### src/rtl/regfile_mp.sv
// regfile_mp: multi-ported register file with three combinational read ports,
// two write ports, optional same-cycle write-to-read forwarding, an optional
// hardwired zero register and a per-register busy scoreboard.
module regfile_mp #(
    parameter int DATA_W   = 32,
    parameter int ADDR_W   = 5,
    parameter int BYPASS   = 1,
    parameter int ZERO_REG = 1
) (
    input  logic              clk,
    input  logic              rst_n,
    input  logic [31:0]       instruction,
    input  logic [ADDR_W-1:0] raddr_c,
    input  logic              we0,
    input  logic [ADDR_W-1:0] waddr0,
    input  logic [DATA_W-1:0] wdata0,
    input  logic              we1,
    input  logic [ADDR_W-1:0] waddr1,
    input  logic [DATA_W-1:0] wdata1,
    input  logic              rsv,
    input  logic [ADDR_W-1:0] rsv_addr,
    output logic [DATA_W-1:0] DOut1,
    output logic [DATA_W-1:0] DOut2,
    output logic [DATA_W-1:0] DOut3,
    output logic              busy1,
    output logic              busy2,
    output logic              busy3
);

    localparam int unsigned DEPTH = 2 ** ADDR_W;

    logic [DATA_W-1:0] regs [DEPTH];
    logic [DEPTH-1:0]  busy_bits;

    logic              wr_en0;
    logic              wr_en1;
    logic              rsv_en;
    logic [ADDR_W-1:0] rd_addr [3];
    logic [DATA_W-1:0] rd_data [3];
    logic              rd_busy [3];
    logic              unused_instr;

    // Qualified write/reserve enables: with a zero register, address 0 is never
    // written, forwarded or reserved, so register 0 and its busy bit stay 0.
    always_comb begin
        wr_en0 = we0 && !((ZERO_REG != 0) && (waddr0 == '0));
        wr_en1 = we1 && !((ZERO_REG != 0) && (waddr1 == '0));
        rsv_en = rsv && !((ZERO_REG != 0) && (rsv_addr == '0));
    end

    // Read address decode: ports A/B come from the instruction's rs/rt fields.
    always_comb begin
        rd_addr[0]   = ADDR_W'(instruction[25:21]);
        rd_addr[1]   = ADDR_W'(instruction[20:16]);
        rd_addr[2]   = raddr_c;
        unused_instr = ^{instruction[31:26], instruction[15:0]};
    end

    // Register and scoreboard update; port 1 is applied after port 0 so it wins
    // a same-address collision, and a reserve is applied last so a new producer
    // keeps the busy bit set even when a write to that register lands together.
    always_ff @(posedge clk or negedge rst_n) begin
        if (!rst_n) begin
            for (int unsigned i = 0; i < DEPTH; i++) begin
                regs[i] <= '0;
            end
            busy_bits <= '0;
        end else begin
            if (wr_en0) begin
                regs[waddr0]      <= wdata0;
                busy_bits[waddr0] <= 1'b0;
            end
            if (wr_en1) begin
                regs[waddr1]      <= wdata1;
                busy_bits[waddr1] <= 1'b0;
            end
            if (rsv_en) begin
                busy_bits[rsv_addr] <= 1'b1;
            end
        end
    end

    // Combinational read ports with optional forwarding (port 1 has priority);
    // busy is never forwarded, and everything reads as 0 while in reset.
    always_comb begin
        for (int unsigned p = 0; p < 3; p++) begin
            rd_data[p] = regs[rd_addr[p]];
            rd_busy[p] = busy_bits[rd_addr[p]];
            if ((BYPASS != 0) && wr_en0 && (waddr0 == rd_addr[p])) begin
                rd_data[p] = wdata0;
            end
            if ((BYPASS != 0) && wr_en1 && (waddr1 == rd_addr[p])) begin
                rd_data[p] = wdata1;
            end
            if (!rst_n) begin
                rd_data[p] = '0;
                rd_busy[p] = 1'b0;
            end
        end
    end

    // Output mapping.
    always_comb begin
        DOut1 = rd_data[0];
        DOut2 = rd_data[1];
        DOut3 = rd_data[2];
        busy1 = rd_busy[0];
        busy2 = rd_busy[1];
        busy3 = rd_busy[2];
    end

endmodule
### config.mk
export PLATFORM = sky130hd
export DESIGN_NAME = regfile_mp
export DESIGN_NICKNAME = d
export VERILOG_FILES = /design/src/rtl/regfile_mp.sv
export SDC_FILE = /design/constraint.sdc
export NUM_CORES = 2
export LEC_CHECK = 0
export CAP_MARGIN = 10
export CELL_PAD_IN_SITES_DETAIL_PLACEMENT = 0
export CELL_PAD_IN_SITES_GLOBAL_PLACEMENT = 2
export CORE_MARGIN = 2
export CORE_UTILIZATION = 38
export CTS_BUF_LIST = sky130_fd_sc_hd__clkbuf_4 sky130_fd_sc_hd__clkbuf_8
export DETAILED_ROUTE_END_ITERATION = 8
export GPL_TIMING_DRIVEN = 0
export PLACE_DENSITY_LB_ADDON = 0.1
export SLEW_MARGIN = 25
export SYNTH_ARGS = -nofsm -noshare
export SYNTH_HDL_FRONTEND = slang
export SYNTH_SLANG_ARGS = --single-unit
### constraint.sdc
create_clock -name clk -period 2.2 [get_ports clk]
set_input_delay 0.33 -clock clk [delete_from_list [all_inputs] [get_ports clk]]
set_output_delay 0.33 -clock clk [all_outputs]
set_load 0.1 [all_outputs]
# Word-level counts from Yosys, hierarchy flattened
# Index checks and enable logic that the tools add are counted.
# op_classes
order_cmp,16
n_eq_ne,6
muxes,44
bitwise,10
n_reduce_logical,20
# op_table
op,count
1024-bit bitwise mux,2
1024-bit 2-to-1 mux,2
32-bit 2-to-1 mux,20
32-bit binary-select mux with 5-bit select,3
32-bit demux with 5-bit select,2
32-bit bitwise AND,2
32-bit NOT,2
5-bit by 6-bit < comparator with 1-bit output (second input constant),6
32-bit OR,1
5-bit equality test,6
6-bit >= comparator (second input constant),5
5-bit NOT with 6-bit output,5
1-bit binary-select mux with 5-bit select,3
1-bit demux with 5-bit select,3
5-bit by 1-bit >= comparator with 1-bit output (second input constant),3
5-bit zero test,3
1-bit logical AND,14
6-bit by 1-bit < comparator with 1-bit output (second input constant),2
1-bit 2-to-1 mux,9
1-bit zero test,3
# totals
ff_bits,1056
input_bits,121
output_inout_bits,99
elab_cells,129

# Depth between registers and ports, before layout
# depth
ltp_word,11
depth_mapped,9
depth_no_buf,5

# Least setup slack after synthesis
# OpenSTA, ideal clock, no wires.
# synth_path
kind,input port to output port
start,in instruction[25]
end,out DOut1[1]
arrival_time_ns,3.260
required_time_ns,1.870
path_slack_ns,-1.390
path_stages,7
n_path_buf,3
path_cell_list,clkbuf_1 xnor2_1 nand3_1 or4_4 buf_2 buf_2 o221ai_1
# synth_via
elab_chain_cells,7
word_cells_on_any_way,11
cone_classes,eq/ne (2); mux (6); bitwise (1); reduce/logical (2)
# synth_lines
element,line,text
from (decl),12,"input logic [31:0] instruction,"
5-bit NOT with 6-bit output (not written as such),87,rd_data[p] = regs[rd_addr[p]];
32-bit binary-select mux with 5-bit select,87,
32-bit 2-to-1 mux (not written as such) (2 in series),87,
32-bit 2-to-1 mux,89,if ((BYPASS != 0) && wr_en0 && (waddr0 == rd_addr[p])) begin
32-bit 2-to-1 mux *,92,if ((BYPASS != 0) && wr_en1 && (waddr1 == rd_addr[p])) begin
32-bit 2-to-1 mux *,95,if (!rst_n) begin
to (decl),22,"output logic [DATA_W-1:0] DOut1,"
# Every way passes the cells marked *; elsewhere a longest branch is shown, timed or not. The select of a mux whose other input is x is not followed.

# Worst setup path after layout
# layout_path
start,reg busy_bits[14]
end,out busy1
# layout_via
elab_chain_cells,3
# layout_lines
element,line,text
from (decl),33,logic [DEPTH-1:0] busy_bits;
from (signal assigned),67,busy_bits <= '0;
"from (signal, indexed assignment)",71,busy_bits[waddr0] <= 1'b0;
"from (signal, indexed assignment)",75,busy_bits[waddr1] <= 1'b0;
1-bit binary-select mux with 5-bit select,88,rd_busy[p] = busy_bits[rd_addr[p]];
1-bit 2-to-1 mux (not written as such),88,
1-bit 2-to-1 mux,95,
to (decl),25,"output logic busy1,"
# Every way passes these cells. The select of a mux whose other input is x is not followed.

==> flow_metrics.env <==
export IMPL_outcome="complete, but fails checks"
export IMPL_violations="hold timing, setup timing"
export IMPL_drt_antenna_violating_nets=0
export IMPL_cts_tree="built"
export IMPL_grt_antenna_before_repair=74
export IMPL_worst_pin_slew_ns=1.43
export IMPL_root_buffer="clkbuf_8"
export IMPL_worstSetupPathType="flop to output pin"
export IMPL_fin_crit_sh_pct=162
export IMPL_setup_worst_path_end="busy1"
export IMPL_synth_top_family_by_area="multiplexers"
export IMPL_grt_max_degree=136
export IMPL_r2r_start="regs[54]"
export IMPL_holdWs_ns=-0.0589
export IMPL_holdCritPathClass="input port to flop"
export IMPL_vdd_ir_drop_max_v=0.000773
export IMPL_row_count=165
export IMPL_p_leak_nw=42.0
export IMPL_gr_total_overflow=0
export IMPL_syn_inst=8362
export IMPL_pwr_density_cell_nw_per_um2=867
export IMPL_clock_latency_ns=1.10
export IMPL_nets=9021
export IMPL_period_needed_ns=3.56
export IMPL_die_h_um=456
export IMPL_fp_dieW_um=456
export IMPL_wl_um=617000
export IMPL_io_buffers=158
export IMPL_grt_pass1_wl_um=784000
export IMPL_path_max_fanout=4
export IMPL_ys_ff_latch=1056
export IMPL_switchingPower_mw=37.1
export IMPL_power_frac_clock_pct=26.8
export IMPL_wl_per_cell_um=52.3
export IMPL_seqPwrFrac_pct=36.3
export IMPL_dr_pass1_iters=8
export IMPL_max_slew_margin_pct=4.68
export IMPL_setup_ws_ns=-1.36
export IMPL_synth_simple_gate_area_share_pct=10.8
export IMPL_ys_seq_area_share_pct=34.1
export IMPL_area_growth_synth_to_final_pct=27.6
export IMPL_ys_types=50
export IMPL_setup_violations=164
export IMPL_via_count=84700
export IMPL_worstSetupStartpointType="flop"
export IMPL_p_comb_share_pct=36.9
export IMPL_drv_cap=0
export IMPL_track_usage_pct=57.2
export IMPL_nFillCells=18800
export IMPL_num_io_pins=220
export IMPL_clkTransAtPathRegs_ns=0.06
export IMPL_rsz0062_at_grt="yes"
export IMPL_cp_data_arrival_time_ns=3.23
export IMPL_cts_buffers=202
export IMPL_synth_fp_nets=8483
export IMPL_vias_per_cell=7.18
export IMPL_synthFlopType="dfrtp_1"
export IMPL_drv_slew=0
export IMPL_avgSynthCellArea_sq_um=9.28
export IMPL_synth_area_sq_um=77600
export IMPL_crit_start="busy_bits[14]"
export IMPL_fmax_ghz=0.281
export IMPL_drc=0
export IMPL_fin_skew_ns=0
export IMPL_ff2ff_setup_slack_ns=0.87
export IMPL_p_int_mw=48.7
export IMPL_synth_xor_area_share_pct=0.339
export IMPL_p_sw_share_pct=43.3
export IMPL_post_dp_cell_area_sq_um=86500
export IMPL_dieArea_sq_um=208000
export IMPL_initial_core_util_pct=38.3
export IMPL_core_sq_um=203000
export IMPL_dpl_hpwl_um=488000
export IMPL_cts_max_path_buffers=3
export IMPL_synth_fa_ha_area_share_pct=0
export IMPL_async_reset_ff_share_pct=100
export IMPL_cp_end_kind="output pin"
export IMPL_r2r_end="regs[54]"
export IMPL_required_ns=1.87
export IMPL_grt_pass1_vias=79100
export IMPL_gp_congestion=1.14
export IMPL_cts_sinks=1056
export IMPL_yosysWarnings=0
export IMPL_hold_viol=8
export IMPL_stdcell_area_sq_um=99000
export IMPL_utilization_pct=48.9
export IMPL_synthMuxAreaShare_pct=33.1
export IMPL_drtIter0Drc=14500
export IMPL_layout_drive_gt1_share_pct=24.7
export IMPL_synth_compound_area_share_pct=15.5
export IMPL_worst_r2r_cell_count=3
export IMPL_synth_enable_flop_cells=0
export IMPL_htree_num_levels=4
==> area by class of cell <==
cell class                      count  area, sq um  area share, %
Antenna cell                       66          165          0.167
Buffer                           1036         6840           6.91
Clock buffer                      304         3880           3.92
Clock inverter                     59          634          0.641
Inverter                            4         15.0         0.0152
Multi-Input combinational cell   6258        52300           52.8
Sequential cell                  1056        26500           26.8
Tap cell                         2672         3340           3.38
Timing Repair Buffer              342         5370           5.42
==> how the worst min path moves through the flow <==
stage	startpoint	endpoint	depth (start not counted)
3_5_place_dp	rst_n	regs[636]	1
3_3_place_gp	regs[1004]	regs[1004]	1
4_1_cts	wdata0[0]	regs[96]	3
6_report	wdata0[10]	regs[74]	3
2_1_floorplan	rst_n	busy_bits[0]	0
5_1_grt	wdata0[24]	regs[408]	3
==> layer usage <==
layer  global-route usage [%]  wire (um)
met1                     61.5     212000
met2                     76.1     237000
met3                     35.9      97600
met4                     52.1      69200
met5                     3.81       1530
==> state kept, by name, summed over array words and instances, names as in the netlist <==
name       flops
busy_bits     32
regs        1024
==> power by group through the flow <==
stage / clock (mW) / sequential (mW) / combinational (mW)
floorplan: 0 / 28.4 / 16.6
global placement: 0 / 30.5 / 24.5
detailed placement: 0 / 30.7 / 25.9
CTS: 22.6 / 30.5 / 29.4
global route: 23.5 / 31.4 / 32.2
finish: 23.0 / 31.2 / 31.7
==> cells in the mapped netlist, types with 8 or more instances <==
library cell / number / share of area (%)
mux2i_1: 2273 / 29
dfrtp_1: 1056 / 34
nand2_1: 740 / 3.6
a21oi_1: 682 / 4.4
clkbuf_1: 648 / 3.1
o21ai_0: 561 / 3.6
a22oi_1: 477 / 4.6
nor2_1: 454 / 2.2
nand3_1: 319 / 2.1
buf_2: 207 / 1.3
buf_4: 134 / 1.3
mux4_2: 129 / 3.7
nand4_1: 99 / 0.80
and4_1: 97 / 1.1
o221ai_1: 96 / 1.1
a221oi_1: 93 / 1.1
buf_1: 46 / 0.22
a31oi_1: 42 / 0.34
and3_1: 23 / 0.19
o21ai_1: 23 / 0.15
and2_1: 21 / 0.17
xnor2_1: 18 / 0.20
nor2b_1: 16 / 0.13
nor2_2: 14 / 0.11
xor2_1: 12 / 0.14
a22o_1: 11 / 0.12
nand3b_1: 8 / 0.077
==> stage by stage <==
step | TNS (ns) | total power [mW] | worst slack, ns | std cells | hold WS [ns]
after CTS | -99.22 | 82.6 | -1.27 | 11700 | 0.00316
after detailed placement | -1617.44 | 56.6 | -3.52 | 11300 | 0.121
after global routing | -103.49 | 87.1 | -1.27 | 11800 | 0.00433
after floorplan | -34.48 | 45.0 | -0.483 | 8362 | 0.0344
after global placement | - | 55.1 | -50.73 | 11200 | 0.469
final | -115.26 | 85.8 | -1.36 | 11800 | -0.0589
==> repair_timing <==
item / 4_1_cts / 5_1_grt
hold endpoints to repair: 433 / 0
setup endpoints to repair: 831 / 402
cloned: 3 / 2
pin swaps: 346 / 172
setup buffers: 67 / 18
gates resized for setup: 2208 / 193
hold buffers: 33 / 0
==> cell families after synthesis <==
kind of cell / after synthesis
xor+xnor: 30
simple gates: 1827
mux: 2405
buf+inv: 1048
flops: 1056
compound gates: 1996
==> critical path, cell delays in order (launching register included) <==
cell     delay [ns]
dfrtp_2        0.52
mux4_2         0.58
mux4_2         0.54
mux2i_4        0.22
nor2b_4        0.07
buf_12         0.16
==> cell usage in the layout, fill, tap and decap left out, types with 49 or more instances in the layout <==
cell / n
a22oi_1: 227
buf_2: 67
mux4_2: 129
clkbuf_2: 189
nor2_1: 451
nand3_4: 88
buf_4: 216
nand4_1: 99
nand2_1: 734
nand3_1: 193
diode_2: 66
a221oi_2: 58
buf_12: 160
clkbuf_1: 356
o221ai_4: 96
dfrtp_2: 49
clkbuf_8: 274
clkbuf_4: 130
a22oi_2: 250
a21oi_1: 678
and4_4: 94
mux2i_1: 2253
o21ai_0: 469
buf_6: 103
dfrtp_1: 1007
Note: power is estimated with default switching activity, not from simulation.
